--- src/rtl/swo_uart_core.sv ---
// swo_uart_core
//   Full-duplex UART engine with a programmable bit period. The transmitter
//   serializes one byte per accepted txd_syn request and, in the SWO path,
//   txd is the SWO line. The receiver is kept for reuse.
//
// Ports
//   target_clk  in   1  system clock, rising edge
//   reset       in   1  asynchronous, active-low reset
//   bit_rate    in  16  bit period minus one, in target_clk cycles
//   data_bits   in   4  data bits per frame (clamped to 5..8)
//   stop_bits   in   2  0/1 -> one stop bit, 2/3 -> two stop bits
//   rxd         in   1  serial receive line, idle high
//   txd         out  1  serial transmit line, idle high
//   rxd_syn     out  1  received byte valid, held until rxd_ack
//   rxd_data    out  8  received byte, right-justified
//   rxd_ack     in   1  consumer acknowledge for rxd_syn
//   rxd_state   out  2  receiver state (0 IDLE, 1 START, 2 DATA, 3 STOP)
//   txd_syn     in   1  transmit request, sampled only while idle
//   txd_data    in   8  byte to transmit, latched on acceptance
//   txd_ack     out  1  one-cycle pulse when a request is accepted
module swo_uart_core (
  input  logic        target_clk,
  input  logic        reset,
  input  logic [15:0] bit_rate,
  input  logic [3:0]  data_bits,
  input  logic [1:0]  stop_bits,
  input  logic        rxd,
  output logic        txd,
  output logic        rxd_syn,
  output logic [7:0]  rxd_data,
  input  logic        rxd_ack,
  output logic [1:0]  rxd_state,
  input  logic        txd_syn,
  input  logic [7:0]  txd_data,
  output logic        txd_ack
);

  typedef enum logic [1:0] {TX_IDLE, TX_START, TX_DATA, TX_STOP} tx_state_t;
  typedef enum logic [1:0] {RX_IDLE  = 2'd0, RX_START = 2'd1,
                            RX_DATA  = 2'd2, RX_STOP  = 2'd3} rx_state_t;

  function automatic logic [3:0] clamp_bits(input logic [3:0] n);
    if (n < 4'd5)      return 4'd5;
    else if (n > 4'd8) return 4'd8;
    else               return n;
  endfunction

  // ---------------------------------------------------------------- TX
  tx_state_t   tx_state, tx_next;
  logic [15:0] tx_cnt, tx_period;
  logic [3:0]  tx_nbits, tx_bit;
  logic        tx_two_stop;
  logic [7:0]  tx_shift;
  logic        tx_tick, tx_last_data, tx_last_stop;

  assign tx_tick      = (tx_cnt == tx_period);
  assign tx_last_data = (tx_bit == tx_nbits - 4'd1);
  // In STOP tx_bit is 0 for the first stop bit and 1 for the second.
  assign tx_last_stop = (tx_bit[0] == tx_two_stop);

  always_ff @(posedge target_clk or negedge reset) begin
    if (!reset) tx_state <= TX_IDLE;
    else        tx_state <= tx_next;
  end

  always_comb begin
    tx_next = tx_state;
    txd     = 1'b1;
    case (tx_state)
      TX_IDLE:  if (txd_syn) tx_next = TX_START;
      TX_START: begin
        txd = 1'b0;
        if (tx_tick) tx_next = TX_DATA;
      end
      TX_DATA: begin
        txd = tx_shift[0];
        if (tx_tick && tx_last_data) tx_next = TX_STOP;
      end
      TX_STOP:  if (tx_tick && tx_last_stop) tx_next = TX_IDLE;
      default:  tx_next = TX_IDLE;
    endcase
  end

  // Configuration is captured at acceptance so mid-frame input changes
  // cannot corrupt the frame being sent.
  always_ff @(posedge target_clk or negedge reset) begin
    if (!reset) begin
      tx_cnt      <= '0;
      tx_period   <= '0;
      tx_nbits    <= '0;
      tx_bit      <= '0;
      tx_two_stop <= 1'b0;
      tx_shift    <= '0;
      txd_ack     <= 1'b0;
    end else begin
      txd_ack <= 1'b0;
      if (tx_state == TX_IDLE) begin
        tx_cnt <= '0;
        tx_bit <= '0;
        if (txd_syn) begin
          tx_shift    <= txd_data;
          tx_period   <= bit_rate;
          tx_nbits    <= clamp_bits(data_bits);
          tx_two_stop <= (stop_bits >= 2'd2);
          txd_ack     <= 1'b1;
        end
      end else if (tx_tick) begin
        tx_cnt <= '0;
        if (tx_state == TX_DATA) begin
          tx_shift <= tx_shift >> 1;
          tx_bit   <= tx_last_data ? 4'd0 : tx_bit + 4'd1;
        end else if (tx_state == TX_STOP) begin
          tx_bit <= tx_bit + 4'd1;
        end
      end else begin
        tx_cnt <= tx_cnt + 16'd1;
      end
    end
  end

  // ---------------------------------------------------------------- RX
  rx_state_t   rx_state, rx_next;
  logic        rxd_meta, rxd_sync, rxd_prev;
  logic [15:0] rx_cnt, rx_period, rx_half, half_now;
  logic [3:0]  rx_nbits, rx_bit;
  logic [7:0]  rx_shift;
  logic        rx_ferr, rx_fall, rx_tick, rx_mid, rx_last_data, rx_done;

  // floor((bit_rate+1)/2) without needing a 17-bit intermediate.
  assign half_now     = {1'b0, bit_rate[15:1]} + {15'd0, bit_rate[0]};
  assign rx_fall      = rxd_prev & ~rxd_sync;
  assign rx_tick      = (rx_cnt == rx_period);
  assign rx_mid       = (rx_cnt >= rx_half);
  assign rx_last_data = (rx_bit == rx_nbits - 4'd1);
  assign rx_done      = (rx_state == RX_STOP) && !rx_ferr && rx_tick && rxd_sync;
  assign rxd_state    = rx_state;

  always_ff @(posedge target_clk or negedge reset) begin
    if (!reset) rx_state <= RX_IDLE;
    else        rx_state <= rx_next;
  end

  // After a framing error the receiver parks in STOP until the line is
  // seen high, so a stuck-low line cannot be mistaken for a new start bit.
  always_comb begin
    rx_next = rx_state;
    case (rx_state)
      RX_IDLE:  if (rx_fall) rx_next = RX_START;
      RX_START: if (rx_mid) rx_next = rxd_sync ? RX_IDLE : RX_DATA;
      RX_DATA:  if (rx_tick && rx_last_data) rx_next = RX_STOP;
      RX_STOP:  if ((rx_ferr || rx_tick) && rxd_sync) rx_next = RX_IDLE;
      default:  rx_next = RX_IDLE;
    endcase
  end

  // The edge-detect cycle counts as the first cycle of the start bit, so
  // the START counter begins at 1 and the mid-bit sample stays inside the
  // start bit even for very short bit periods.
  always_ff @(posedge target_clk or negedge reset) begin
    if (!reset) begin
      rxd_meta  <= 1'b1;
      rxd_sync  <= 1'b1;
      rxd_prev  <= 1'b1;
      rx_cnt    <= '0;
      rx_period <= '0;
      rx_half   <= '0;
      rx_nbits  <= '0;
      rx_bit    <= '0;
      rx_shift  <= '0;
      rx_ferr   <= 1'b0;
      rxd_syn   <= 1'b0;
      rxd_data  <= '0;
    end else begin
      rxd_meta <= rxd;
      rxd_sync <= rxd_meta;
      rxd_prev <= rxd_sync;

      // A byte completing alongside an acknowledge wins.
      if (rx_done) begin
        rxd_data <= rx_shift;
        rxd_syn  <= 1'b1;
      end else if (rxd_ack) begin
        rxd_syn <= 1'b0;
      end

      case (rx_state)
        RX_IDLE: begin
          rx_ferr <= 1'b0;
          if (rx_fall) begin
            rx_cnt    <= 16'd1;
            rx_period <= bit_rate;
            rx_half   <= half_now;
            rx_nbits  <= clamp_bits(data_bits);
            rx_bit    <= '0;
            rx_shift  <= '0;
          end
        end
        RX_START: rx_cnt <= rx_mid ? 16'd0 : rx_cnt + 16'd1;
        RX_DATA: begin
          if (rx_tick) begin
            rx_cnt                <= '0;
            rx_shift[rx_bit[2:0]] <= rxd_sync;
            rx_bit                <= rx_bit + 4'd1;
          end else begin
            rx_cnt <= rx_cnt + 16'd1;
          end
        end
        RX_STOP: begin
          if (!rx_ferr) begin
            if (rx_tick) begin
              rx_cnt <= '0;
              if (!rxd_sync) rx_ferr <= 1'b1;
            end else begin
              rx_cnt <= rx_cnt + 16'd1;
            end
          end
        end
        default: rx_cnt <= '0;
      endcase
    end
  end

endmodule

--- config.mk ---
export PLATFORM = sky130hd
export DESIGN_NAME = swo_uart_core
export DESIGN_NICKNAME = d
export VERILOG_FILES = /design/src/rtl/swo_uart_core.sv
export SDC_FILE = /design/constraint.sdc
export NUM_CORES = 1
export LEC_CHECK = 0
export ABC_AREA = 0
export CAP_MARGIN = 20
export CORE_MARGIN = 10
export CORE_UTILIZATION = 55
export CTS_BUF_LIST = sky130_fd_sc_hd__clkbuf_4 sky130_fd_sc_hd__clkbuf_8
export DETAILED_ROUTE_END_ITERATION = 12
export PLACE_DENSITY = 0.75
export SYNTH_ARGS = -nofsm -noshare
export SYNTH_HDL_FRONTEND = slang
export SYNTH_SLANG_ARGS = --single-unit
--- constraint.sdc ---
create_clock -name target_clk -period 3.9 [get_ports target_clk]
set_input_delay 0.78 -clock target_clk [delete_from_list [all_inputs] [get_ports target_clk]]
set_output_delay 0.78 -clock target_clk [all_outputs]
set_load 0.01 [all_outputs]
==> qor.json, run 1 <==
{
  "power_and_ir_drop": {
    "power_leakage_uw": 0.003559,
    "cellPowerDensity_mw_per_mm2": 637.9,
    "max-vdd-ir-drop_mv": 0.3152
  },
  "hold_path": {
    "min-delay-path-class": "in -> async"
  },
  "cts": {
    "clk_root_buffer_cell": "sky130_fd_sc_hd__clkbuf_8",
    "tritoncts_clock_tree": "yes",
    "tritoncts.num_buffers": 17,
    "post_cts_resize_count": 0,
    "cts.clk_slew.worst_paths_ns": 0.07,
    "numClockSinks": 131,
    "cts.htree.levels": 4,
    "ctsLongestPathBuffers": 2,
    "clock_latency_ns": 0.45,
    "cts_setup_buffers": 0,
    "ctsHoldBuffers": 0
  },
  "setup_path": {
    "worst-endpoint-arrival_ns": 3.25,
    "cp-start-kind": "flop",
    "worstPathRequired_ns": 4.23,
    "cp_top_family": "simple AND/OR/NAND/NOR gates",
    "worst_path_max_delay_cell": "sky130_fd_sc_hd__nor4_4",
    "path_buf_inv": 0,
    "crit_path_end_kind": "flop",
    "cp_slowest_stage_delay_ns": 0.60,
    "timing.rr.start": "rx_cnt[15]",
    "crit-reg2reg-capture": "rx_cnt[2]",
    "worstPathMaxFanout": 17,
    "worst_r2r_path_depth": 7,
    "worstSetupPathType": "reg -> reg",
    "path_cells": "xnor2_1, nand4_1, nor4_4, nor2_2, a21oi_4, nor2_1, a221o_1",
    "reg2reg_setup_slack_ns": 0.98
  },
  "sta": {
    "min_period_ns": 2.915,
    "min_period_over_period_pct": 74.76,
    "hold_slack_ns": 0.3556,
    "fin_skew_ns": 0.008975,
    "worst_slew_margin_rel_pct": 48.30,
    "hold_viol": 0,
    "max_slew.worst_pin.slew_ns": 0.7726,
    "grt_setup_unrepaired": "no",
    "setup_viol": 0,
    "fmax_mhz": 343.0,
    "drv_slew": 0,
    "timing.setup.tns_ns": 0
  },
  "drt": {
    "top_signal_layer_used": "met4",
    "drtIter0Drc": 367,
    "via_count": 4954,
    "vias_per_cell": 5.511,
    "drt_first_pass_iters": 6,
    "drc_errors": 0,
    "met1Wirelength_um": 6413,
    "wl_um": 14440,
    "drtAntennaViolNets": 0,
    "met2WireLength_um": 7091,
    "route.detailed.wl_per_inst_um": 16.06,
    "detailed_route_wirelength_on_metal3_um": 620
  },
  "placement": {
    "port_buffers": 46,
    "hpwl_after_detailed_placement_um": 10440,
    "finalWeightedCongestion": 0.8531
  },
  "global_route": {
    "grt_antenna_before_repair": 0,
    "grt_pass1_wl_um": 25350,
    "globalRouteTotalUtil_pct": 17.38,
    "grt_max_degree": 63,
    "grt_residual_overflow": 0,
    "vias_in_the_first_global_route": 5206
  },
  "synthesis": {
    "syn-mean-instance-area_um2": 10.31,
    "yosys_warnings": 0,
    "synth.distinct_cells": 53,
    "synth-seq-area-share_pct": 47.08,
    "postSynth.topFlopCell": "sky130_fd_sc_hd__dfrtp_1",
    "synthesis.instances": 676,
    "yosys_register_bits": 131,
    "synth_nets": 743,
    "synth-async-reset-ratio_pct": 100.0,
    "synth_area_mm2": 0.006970,
    "synth-edff-count": 0
  },
  "floorplan": {
    "ios": 48,
    "floorplan.die.height_um": 132.6,
    "die_area_mm2": 0.01758,
    "die_w_um": 132.6,
    "area_of_the_core_mm2": 0.01252,
    "floorplan.initialDensity_pct": 55.69,
    "floorplan.rows": 41
  },
  "run_status": {
    "status": "finished, final reports clean"
  },
  "cells_and_area": {
    "flow.area_growth_from_synthesis_pct": 13.64,
    "diodes": 0,
    "design.final.nets": 783,
    "fill_cells": 1040,
    "final_util_pct": 63.28,
    "final_layout_size_suffix_gt1_share_pct": 12.79
  },
  "job": {
    "timing.max_cap.violations": 0
  }
}
-- where the power goes --
part           switching [µW]  internal, µW
sequential                333          1780
clock                     497           543
combinational            1010           893
total                    1840          3210
-- per-layer routing --
| metal | global-route usage (%) | up-vias |
|---|---|---|
| li1 | - | 2430 |
| met5 | 0 | - |
| met4 | 6.968 | 0 |
| met2 | 27.86 | 96 |
| met3 | 4.996 | 22 |
| met1 | 21.61 | 2406 |
-- Yosys cell counts (2+ instances only) --
| cell type | count | area share, % |
|---|---|---|
| sky130_fd_sc_hd__dfrtp_1 | 128 | 46 |
| sky130_fd_sc_hd__nor2_1 | 57 | 3.1 |
| sky130_fd_sc_hd__nand2_1 | 53 | 2.9 |
| sky130_fd_sc_hd__xnor2_1 | 53 | 6.7 |
| sky130_fd_sc_hd__mux2_2 | 45 | 7.3 |
| sky130_fd_sc_hd__inv_1 | 36 | 1.9 |
| sky130_fd_sc_hd__o21ai_0 | 35 | 2.5 |
| sky130_fd_sc_hd__ha_1 | 32 | 5.7 |
| sky130_fd_sc_hd__nand3_1 | 32 | 2.3 |
| sky130_fd_sc_hd__a21oi_1 | 24 | 1.7 |
| sky130_fd_sc_hd__clkbuf_1 | 23 | 1.2 |
| sky130_fd_sc_hd__xor2_1 | 20 | 2.5 |
| sky130_fd_sc_hd__nand4_1 | 18 | 1.6 |
| sky130_fd_sc_hd__mux2i_1 | 17 | 2.4 |
| sky130_fd_sc_hd__a21o_1 | 10 | 1.1 |
| sky130_fd_sc_hd__a221o_1 | 8 | 1.1 |
| sky130_fd_sc_hd__nor3_1 | 8 | 0.57 |
| sky130_fd_sc_hd__and2_1 | 7 | 0.63 |
| sky130_fd_sc_hd__nor4_1 | 7 | 0.63 |
| sky130_fd_sc_hd__a22o_1 | 5 | 0.63 |
| sky130_fd_sc_hd__or3_1 | 5 | 0.45 |
| sky130_fd_sc_hd__and3_1 | 4 | 0.36 |
| sky130_fd_sc_hd__nor2b_1 | 4 | 0.36 |
| sky130_fd_sc_hd__dfstp_2 | 3 | 1.1 |
| sky130_fd_sc_hd__or2_2 | 3 | 0.27 |
| sky130_fd_sc_hd__a311o_1 | 2 | 0.29 |
| sky130_fd_sc_hd__a31oi_1 | 2 | 0.18 |
| sky130_fd_sc_hd__and4_1 | 2 | 0.25 |
| sky130_fd_sc_hd__and4b_1 | 2 | 0.29 |
| sky130_fd_sc_hd__buf_1 | 2 | 0.11 |
| sky130_fd_sc_hd__buf_2 | 2 | 0.14 |
| sky130_fd_sc_hd__buf_6 | 2 | 0.32 |
| sky130_fd_sc_hd__nand3b_1 | 2 | 0.22 |
| sky130_fd_sc_hd__nor4b_1 | 2 | 0.25 |
| sky130_fd_sc_hd__o211ai_1 | 2 | 0.22 |
| sky130_fd_sc_hd__o21a_1 | 2 | 0.22 |
-- logic make-up after synthesis --
| family | share of synthesized area, % |
|---|---|
| simple gates | 15.11 |
| flops | 47.08 |
| compound gates | 9.227 |
| xor+xnor | 9.173 |
| buf+inv | 3.752 |
| mux | 9.908 |
| fa+ha+maj | 5.744 |
-- how the worst max path moves through the flow --
stage | from | end | cells after the start
after floorplan | rx_cnt[5] | rx_cnt[10] | 9
after global placement | rx_cnt[15] | rx_cnt[3] | 7
after detailed placement | rx_cnt[15] | rx_cnt[2] | 7
after CTS | rx_cnt[15] | rx_cnt[2] | 7
after global routing | rx_cnt[10] | rx_cnt[4] | 7
final | rx_cnt[15] | rx_cnt[2] | 7
-- area by class of cell --
cell class | instances | area, µm² | share of cell area (%)
multi-input cells | 480 | 3432 | 43.33
well taps | 172 | 215.2 | 2.717
repair buffers | 50 | 500.5 | 6.318
flip-flops and latches | 131 | 3282 | 41.43
inverters | 36 | 135.1 | 1.706
clock buffers | 25 | 331.6 | 4.186
clock inverters | 5 | 25.02 | 0.3159
-- cell usage in the layout (no fill, tap or decap), types with 5 or more instances in the layout --
master	netlist	layout
sky130_fd_sc_hd__a21o_1	10	10
sky130_fd_sc_hd__a21oi_1	24	24
sky130_fd_sc_hd__a221o_1	8	8
sky130_fd_sc_hd__a22o_1	5	5
sky130_fd_sc_hd__and2_1	7	7
sky130_fd_sc_hd__clkbuf_8	0	23
sky130_fd_sc_hd__clkdlybuf4s50_1	0	45
sky130_fd_sc_hd__clkinv_2	0	5
sky130_fd_sc_hd__dfrtp_1	128	128
sky130_fd_sc_hd__ha_1	32	32
sky130_fd_sc_hd__inv_1	36	36
sky130_fd_sc_hd__mux2_2	45	45
sky130_fd_sc_hd__mux2i_1	17	17
sky130_fd_sc_hd__nand2_1	53	53
sky130_fd_sc_hd__nand3_1	32	31
sky130_fd_sc_hd__nand4_1	18	18
sky130_fd_sc_hd__nor2_1	57	57
sky130_fd_sc_hd__nor3_1	8	8
sky130_fd_sc_hd__nor4_1	7	7
sky130_fd_sc_hd__o21ai_0	35	35
sky130_fd_sc_hd__or3_1	5	5
sky130_fd_sc_hd__xnor2_1	53	53
sky130_fd_sc_hd__xor2_1	20	20
-- per-stage QoR --
| step | worst slack, ns | total power (µW) | instances | cell area [µm²] |
|---|---|---|---|---|
| finish | 0.9845 | 5053 | 899 | 7921 |
| global route | 0.8734 | 5452 | 899 | 7921 |
| CTS | 1.041 | 5093 | 899 | 7921 |
| detailed placement | 1.050 | 4040 | 869 | 7565 |
| global placement | 1.102 | 3938 | 869 | 7565 |
| floorplan | 1.713 | 3543 | 676 | 6970 |
-- sequential cells by signal, summed over array words and instances (netlist names), named ones only --
register / flops
rx_period: 16
rx_shift: 8
tx_period: 16
rx_bit: 4
tx_nbits: 4
rxd_data: 8
rxd_state: 1
rx_half: 16
rx_ferr: 1
rxd_meta: 1
tx_state: 2
tx_cnt: 16
rxd_syn: 1
rx_cnt: 16
rx_nbits: 4
tx_bit: 4
txd_ack: 1
tx_two_stop: 1
rxd_prev: 1
rxd_sync: 1
tx_shift: 8
(Power assumes the default switching activity.)
==> run 2, diff against run 1 <==
Clock period 3.9 ns to 3.04 ns, I/O delays scaled along.
==> run 2 against run 1 <==
Against the previous run: via count grew 0.32%; sequential power up 29%; final area up 2.3%; sequential share of layout area fell by 0.93 points; clock skew rose by 0.0019 ns; largest cell class unchanged; flip-flop and latch count did not move; die area unchanged; non-clock buffer count rose by 4; total power rose by 38%; wire length fell by 0.44%; global-route usage decreased by 0.43 points; hold slack worse by 0.18 ns.
==> qor.json, run 2 (synthesis gave the netlist of run 1 again) <==
{
  "drt": {
    "via_count": {"value": 4970, "change": "+0.32%"},
    "drtAntennaViolNets": {"value": 0, "change": "unchanged"},
    "drt_first_pass_iters": {"value": 5, "change": "-1"},
    "vias_per_cell": {"value": 5.492, "change": "-0.34%"},
    "wl": {"value": 14370, "unit": "µm", "change": "-0.44%"},
    "drc_errors": {"value": 0, "change": "unchanged"},
    "route.detailed.wl_per_inst": {"value": 15.88, "unit": "µm", "change": "-1.1%"},
    "drtIter0Drc": {"value": 427, "change": "+16%"}
  },
  "setup_path": {
    "worstSetupPathType": "reg -> out",
    "cp_slowest_stage_delay": {"value": 0.58, "unit": "ns", "change": "-0.02 ns"},
    "cp-start-kind": "flop",
    "worst-endpoint-arrival": {"value": 2.08, "unit": "ns", "change": "-1.17 ns"},
    "worst_path_max_delay_cell": "sky130_fd_sc_hd__clkdlybuf4s50_1",
    "worstPathRequired": {"value": 2.43, "unit": "ns", "change": "-1.80 ns"},
    "worstPathMaxFanout": {"value": 7, "change": "-10"},
    "path_buf_inv": {"value": 2, "change": "+2"},
    "timing.critical_path.from": "tx_state[0]",
    "crit_path_end_kind": "primary output",
    "cp_top_family": "buffers and inverters",
    "timing.rr.start": "rx_cnt[6]",
    "path_cells": "inv_1, ha_1, o21ai_0, clkdlybuf4s50_1"
  },
  "global_route": {
    "grt_antenna_before_repair": {"value": 0, "change": "unchanged"},
    "grt_max_degree": {"value": 63, "change": "unchanged"},
    "vias_in_the_first_global_route": {"value": 5055, "change": "-2.9%"},
    "grt_pass1_wl": {"value": 24630, "unit": "µm", "change": "-2.8%"},
    "grt_residual_overflow": {"value": 0, "change": "unchanged"},
    "globalRouteTotalUtil": {"value": 16.95, "unit": "%", "change": "-0.43 points"}
  },
  "cts": {
    "clk_root_buffer_cell": "sky130_fd_sc_hd__clkbuf_8",
    "ctsHoldBuffers": {"value": 0, "change": "unchanged"},
    "tritoncts.num_buffers": {"value": 17, "change": "unchanged"},
    "cts.htree.levels": {"value": 4, "change": "unchanged"},
    "ctsLongestPathBuffers": {"value": 2, "change": "unchanged"},
    "clock_latency": {"value": 0.45, "unit": "ns", "change": "about the same"},
    "cts_setup_buffers": {"value": 0, "change": "unchanged"},
    "post_cts_resize_count": {"value": 0, "change": "unchanged"},
    "tritoncts_clock_tree": "yes",
    "cts.clk_slew.worst_paths": {"value": 0.07, "unit": "ns", "change": "about the same"},
    "numClockSinks": {"value": 131, "change": "unchanged"}
  },
  "power_and_ir_drop": {
    "max-vdd-ir-drop": {"value": 0.5185, "unit": "mV", "change": "+65%"},
    "total_power": {"value": 6997, "unit": "µW", "change": "+38%"},
    "cellPowerDensity": {"value": 863.5, "unit": "mW/mm²", "change": "+35%"},
    "power_leakage": {"value": 0.003645, "unit": "µW", "change": "+2.4%"}
  },
  "sta": {
    "drv_slew": {"value": 0, "change": "unchanged"},
    "fmax_mhz": 372.1,
    "hold_viol": {"value": 0, "change": "unchanged"},
    "min_period_ns": 2.687,
    "grt_setup_unrepaired": "no",
    "hold_slack": {"value": 0.1756, "unit": "ns", "change": "-0.1799 ns"},
    "max_slew.worst_pin.slew": {"value": 0.8004, "unit": "ns", "change": "+0.02773 ns"},
    "worst_slew_margin_rel": {"value": 46.15, "unit": "%", "change": "-2.2 points"},
    "timing.setup.tns": {"value": 0, "unit": "ns", "change": "unchanged"},
    "min_period_over_period_pct": 88.40,
    "fin_skew": {"value": 0.01087, "unit": "ns", "change": "+0.001897 ns"},
    "setup_viol": {"value": 0, "change": "unchanged"},
    "post-route-worst-setup-slack": {"value": 0.3528, "unit": "ns", "change": "-0.6317 ns"}
  },
  "floorplan": {
    "ios": {"value": 48, "change": "unchanged"},
    "floorplan.rows": {"value": 41, "change": "unchanged"},
    "die_w": {"value": 132.6, "unit": "µm", "change": "unchanged"},
    "die_area": {"value": 0.01758, "unit": "mm²", "change": "unchanged"},
    "floorplan.initialDensity": {"value": 55.69, "unit": "%", "change": "unchanged"},
    "area_of_the_core": {"value": 0.01252, "unit": "mm²", "change": "unchanged"},
    "floorplan.die.height": {"value": 132.6, "unit": "µm", "change": "unchanged"}
  },
  "placement": {
    "finalWeightedCongestion": {"value": 0.8508, "change": "-0.27%"},
    "hpwl_after_detailed_placement": {"value": 10630, "unit": "µm", "change": "+1.8%"},
    "port_buffers": {"value": 46, "change": "unchanged"},
    "dp_slack": {"value": 0.4129, "unit": "ns", "change": "-0.6370 ns"},
    "dpl.cell_count": {"value": 873, "change": "+0.46%"}
  },
  "cells_and_area": {
    "multi_input_logic_area": {"value": 0.003432, "unit": "mm²", "change": "unchanged"},
    "layoutNonFillerInstCount": {"value": 905, "change": "+0.67%"},
    "design.final.nets": {"value": 787, "change": "+0.51%"},
    "seq_area": {"value": 0.003282, "unit": "mm²", "change": "unchanged"},
    "fill_cells": {"value": 1012, "change": "-2.7%"},
    "flow.area_growth_from_synthesis_pct": 16.26,
    "layout.cells.most_common_list": "sky130_fd_sc_hd__dfrtp_1 (128), sky130_fd_sc_hd__nor2_1 (57), sky130_fd_sc_hd__xnor2_1 (53), sky130_fd_sc_hd__nand2_1 (53)",
    "layout_commonest_cell": "sky130_fd_sc_hd__dfrtp_1",
    "final_layout_size_suffix_gt1_share": {"value": 13.51, "unit": "%", "change": "+0.71 points"},
    "diodes": {"value": 0, "change": "unchanged"}
  },
  "job": {
    "timing.max_cap.violations": {"value": 0, "change": "unchanged"}
  },
  "hold_path": {
    "min-delay-path-class": "in -> async"
  },
  "run_status": {
    "status": "finished, final reports clean"
  }
}
-- run 2: cell count changes in the layout (fill, tap and decap cells not counted) --
cell	previous run	this run
sky130_fd_sc_hd__buf_12	1	2
sky130_fd_sc_hd__clkinv_4	0	1
sky130_fd_sc_hd__buf_4	4	7
sky130_fd_sc_hd__clkbuf_8	23	20
sky130_fd_sc_hd__clkinv_2	5	2
sky130_fd_sc_hd__bufinv_16	0	6
sky130_fd_sc_hd__clkbuf_4	2	3
-- run 2: worst paths after layout --
path	endpoint	slack [ns]	depth (start not counted)
max in group asynchronous	rxd_prev	2.18	2
worst max register to register	rx_cnt[15]	0.37	8
worst min register to register	rxd_sync	0.36	0
worst min-delay path	rx_period[4]	0.18	1
worst max-delay path	txd	0.35	4
min in group target_clk	rxd_sync	0.36	0
-- run 2: worst register-to-register path, cell delays in order (launching register included) --
cell and delay [ns]:
sky130_fd_sc_hd__dfrtp_1 0.47, sky130_fd_sc_hd__ha_1 0.35, sky130_fd_sc_hd__a21o_1 0.18, sky130_fd_sc_hd__a21o_1 0.18
sky130_fd_sc_hd__a21oi_1 0.15, sky130_fd_sc_hd__o21a_1 0.23, sky130_fd_sc_hd__a21oi_4 0.12, sky130_fd_sc_hd__nor2_1 0.63
sky130_fd_sc_hd__a221o_1 0.30
-- run 2: layout make-up --
cell class	count	share of cell area (%)
inverter	36	1.667
tap	172	2.656
multi-input combinational	480	42.35
timing repair buffer	54	6.701
sequential	131	40.50
clock buffer	23	3.675
clock inverter	9	2.455
-- run 2: power by group --
part | switching, µW | total [µW] | internal (µW)
logic | 1300 | 2470 | 1170
registers | 444 | 2720 | 2280
clock network | 652 | 1800 | 1150
total | 2400 | 7000 | 4600
-- run 2: routing by layer --
layer | vias to the layer above | GRT usage, % | part of all wire, %
li1 | 2446 | - | -
met1 | 2412 | 20.84 | 44
met2 | 87 | 27.70 | 50
met3 | 25 | 3.785 | 3.7
met4 | 0 | 8.007 | 1.9
met5 | - | 0 | 0
-- run 2: per-stage QoR --
step / cell area, µm² / utilization, %
after floorplan: 6970 / -
after global placement: 7607 / 60.78
after detailed placement: 7607 / 60.78
after CTS: 8104 / 64.74
after global routing: 8104 / 64.74
final: 8104 / 64.74
==> run 3, diff against run 2 <==
Settings changed: CORE_MARGIN 10 to 2, CORE_UTILIZATION 55 to 45, CTS_CLUSTER_DIAMETER set to 40, PLACE_DENSITY 0.75 to not set.
==> run 3 against run 2 <==
Against the previous run: sequential share of layout area is essentially flat; wire length increased by 0.48%; first-iteration DRC count fell by 33%; utilization shrank 11 points; cell count increased by 2.0%; flip-flop and latch count unchanged; final area hardly changed; hold slack worse by 0.057 ns; sequential power barely moved; non-clock buffer count increased by 2; largest power group unchanged.
==> qor.json, run 3 (synthesis gave the netlist of run 1 again) <==
{
  "floorplan": {
    "area_of_the_core": {"value": 0.01515, "unit": "mm²", "change": "+21%"},
    "die_w": {"value": 128.5, "unit": "µm", "change": "-3.1%"},
    "floorplan.die.height": {"value": 128.5, "unit": "µm", "change": "-3.1%"},
    "floorplan.rows": {"value": 45, "change": "+9.8%"},
    "die_area": {"value": 0.01650, "unit": "mm²", "change": "-6.1%"},
    "floorplan.initialDensity": {"value": 46.02, "unit": "%", "change": "-9.7 points"},
    "ios": {"value": 48, "change": "unchanged"}
  },
  "placement": {
    "finalWeightedCongestion": {"value": 0.7842, "change": "-7.8%"},
    "placed_area": {"value": 0.007630, "unit": "mm²", "change": "+0.30%"},
    "port_buffers": {"value": 46, "change": "unchanged"},
    "hpwl_after_detailed_placement": {"value": 10440, "unit": "µm", "change": "-1.8%"},
    "dp_slack": {"value": 0.3737, "unit": "ns", "change": "-0.03916 ns"}
  },
  "global_route": {
    "gr-max-usage-layer": "met2",
    "grt.met3_usage": {"value": 4.449, "unit": "%", "change": "+0.66 points"},
    "grt_max_degree": {"value": 63, "change": "unchanged"},
    "globalRouteMet1Util": {"value": 25.76, "unit": "%", "change": "+4.9 points"},
    "grt_antenna_before_repair": {"value": 0, "change": "unchanged"},
    "grt_residual_overflow": {"value": 0, "change": "unchanged"},
    "grt_util_met2": {"value": 29.32, "unit": "%", "change": "+1.6 points"},
    "grt_pass1_wl": {"value": 24540, "unit": "µm", "change": "-0.39%"},
    "vias_in_the_first_global_route": {"value": 4992, "change": "-1.2%"},
    "globalRouteTotalUtil": {"value": 18.81, "unit": "%", "change": "+1.9 points"}
  },
  "setup_path": {
    "reg2reg_setup_slack": {"value": 0.36, "unit": "ns", "change": "about the same"},
    "cp-start-kind": "flop",
    "worstPathRequired": {"value": 3.42, "unit": "ns", "change": "+0.99 ns"},
    "timing.rr.start": "rx_cnt[6]",
    "worstSetupPathType": "reg -> reg",
    "timing.critical_path.from": "rx_cnt[6]",
    "worst-endpoint-arrival": {"value": 3.07, "unit": "ns", "change": "+0.99 ns"},
    "crit_path_end_kind": "flop",
    "worstPathMaxFanout": {"value": 11, "change": "+4"}
  },
  "sta": {
    "fmax": {"value": 372.4, "unit": "MHz", "change": "about the same"},
    "post-route-worst-setup-slack": {"value": 0.3550, "unit": "ns", "change": "+0.002224 ns"},
    "min_period": {"value": 2.685, "unit": "ns", "change": "-0.002224 ns"},
    "fin_skew": {"value": 0.008938, "unit": "ns", "change": "-0.001934 ns"},
    "max_slew.worst_pin.slew": {"value": 0.8745, "unit": "ns", "change": "+0.07418 ns"},
    "timing.setup.tns": {"value": 0, "unit": "ns", "change": "unchanged"},
    "worst_slew_margin_rel": {"value": 41.48, "unit": "%", "change": "-4.7 points"},
    "hold_viol": {"value": 0, "change": "unchanged"},
    "setup_viol": {"value": 0, "change": "unchanged"},
    "min_period_over_period": {"value": 88.32, "unit": "%", "change": "about the same"},
    "grt_setup_unrepaired": "no",
    "drv_slew": {"value": 0, "change": "unchanged"}
  },
  "cts": {
    "ctsLongestPathBuffers": {"value": 2, "change": "unchanged"},
    "ctsHoldBuffers": {"value": 0, "change": "unchanged"},
    "numClockSinks": {"value": 131, "change": "unchanged"},
    "cts.clk_slew.worst_paths": {"value": 0.08, "unit": "ns", "change": "about the same"},
    "post_cts_resize_count": {"value": 0, "change": "unchanged"},
    "clock_latency": {"value": 0.45, "unit": "ns", "change": "about the same"},
    "cts.htree.levels": {"value": 4, "change": "unchanged"},
    "tritoncts.num_buffers": {"value": 17, "change": "unchanged"},
    "clk_root_buffer_cell": "sky130_fd_sc_hd__clkbuf_8",
    "tritoncts_clock_tree": "yes",
    "cts_setup_buffers": {"value": 0, "change": "unchanged"}
  },
  "cells_and_area": {
    "fill_cells": {"value": 1327, "change": "+31%"},
    "postLayoutCellArea": {"value": 0.008107, "unit": "mm²", "change": "about the same"},
    "diodes": {"value": 0, "change": "unchanged"},
    "final_util": {"value": 53.52, "unit": "%", "change": "-11 points"},
    "layout_commonest_cell": "sky130_fd_sc_hd__dfrtp_1",
    "final_layout_size_suffix_gt1_share": {"value": 13.74, "unit": "%", "change": "+0.24 points"},
    "layout.cells.most_common_list": "sky130_fd_sc_hd__dfrtp_1 (128), sky130_fd_sc_hd__nor2_1 (57), sky130_fd_sc_hd__xnor2_1 (53), sky130_fd_sc_hd__nand2_1 (53)",
    "flow.area_growth_from_synthesis": {"value": 16.30, "unit": "%", "change": "about the same"},
    "design.final.nets": {"value": 789, "change": "+0.25%"}
  },
  "drt": {
    "drtAntennaViolNets": {"value": 0, "change": "unchanged"},
    "via_count": {"value": 4936, "change": "-0.68%"},
    "drtIter0Drc": {"value": 285, "change": "-33%"},
    "drc_errors": {"value": 0, "change": "unchanged"},
    "wl": {"value": 14440, "unit": "µm", "change": "+0.48%"},
    "vias_per_cell": {"value": 5.348, "change": "-2.6%"},
    "route.detailed.wl_per_inst": {"value": 15.65, "unit": "µm", "change": "-1.5%"},
    "drt_first_pass_iters": {"value": 5, "change": "unchanged"}
  },
  "power_and_ir_drop": {
    "power_leakage": {"value": 0.003629, "unit": "µW", "change": "-0.45%"},
    "cellPowerDensity": {"value": 857.0, "unit": "mW/mm²", "change": "-0.75%"},
    "max-vdd-ir-drop": {"value": 0.4237, "unit": "mV", "change": "-18%"},
    "total_power": {"value": 6947, "unit": "µW", "change": "-0.72%"}
  },
  "hold_path": {
    "min-delay-path-class": "in -> async"
  },
  "run_status": {
    "status": "finished, final reports clean"
  },
  "job": {
    "timing.max_cap.violations": {"value": 0, "change": "unchanged"}
  }
}
==> run 3: cell count changes in the layout (fill, tap and decap cells not counted), sizes merged <==
cell      change
buf           +2
clkinvlp      +3
clkinv        +2
clkbuf        -5
==> run 3: cell type report <==
class	count	area, µm²	share of cell area (%)
Clock buffer	18	241.5	2.979
Clock inverter	14	235.2	2.902
Inverter	36	135.1	1.667
Multi-Input combinational cell	480	3432	42.34
Sequential cell	131	3282	40.48
Tap cell	188	235.2	2.902
Timing Repair Buffer	56	545.5	6.729
==> run 3: power by group <==
| part | switching (µW) | leakage (µW) | total, µW | internal, µW |
|---|---|---|---|---|
| sequential | 436 | 0.00166 | 2710 | 2280 |
| clock | 701 | 0.000232 | 1770 | 1060 |
| combinational | 1310 | 0.00174 | 2470 | 1160 |
==> run 3: per-layer routing <==
metal	routed length, µm	vias to the layer above
li1	-	2436
met1	6987	2406
met2	6750	74
met4	257	0
met5	0	-
met3	445	20
==> run 3: metrics by stage <==
stage	std cells	hold WS [ns]
floorplan	676	0.3124
global placement	891	0.3472
detailed placement	891	0.3546
CTS	923	0.1063
global route	923	0.1275
finish	923	0.1185
==> run 3: critical path: stages (launching register included) <==
cell	delay (ns)
sky130_fd_sc_hd__dfrtp_1	0.47
sky130_fd_sc_hd__ha_1	0.35
sky130_fd_sc_hd__a21o_1	0.19
sky130_fd_sc_hd__a21o_1	0.16
sky130_fd_sc_hd__a21oi_1	0.13
sky130_fd_sc_hd__o21a_1	0.23
sky130_fd_sc_hd__a21oi_4	0.11
sky130_fd_sc_hd__nor2_1	0.69
sky130_fd_sc_hd__a221o_1	0.30
==> run 3: worst paths after layout <==
| check | endpoint | cells after the start |
|---|---|---|
| worst max-delay path | rx_cnt[15] | 8 |
| worst min-delay path | rx_half[3] | 1 |
| worst max register to register | rx_cnt[15] | 8 |
| worst min register to register | rxd_sync | 0 |
| max in group asynchronous | rx_bit[1] | 2 |
| min in group target_clk | rxd_sync | 0 |
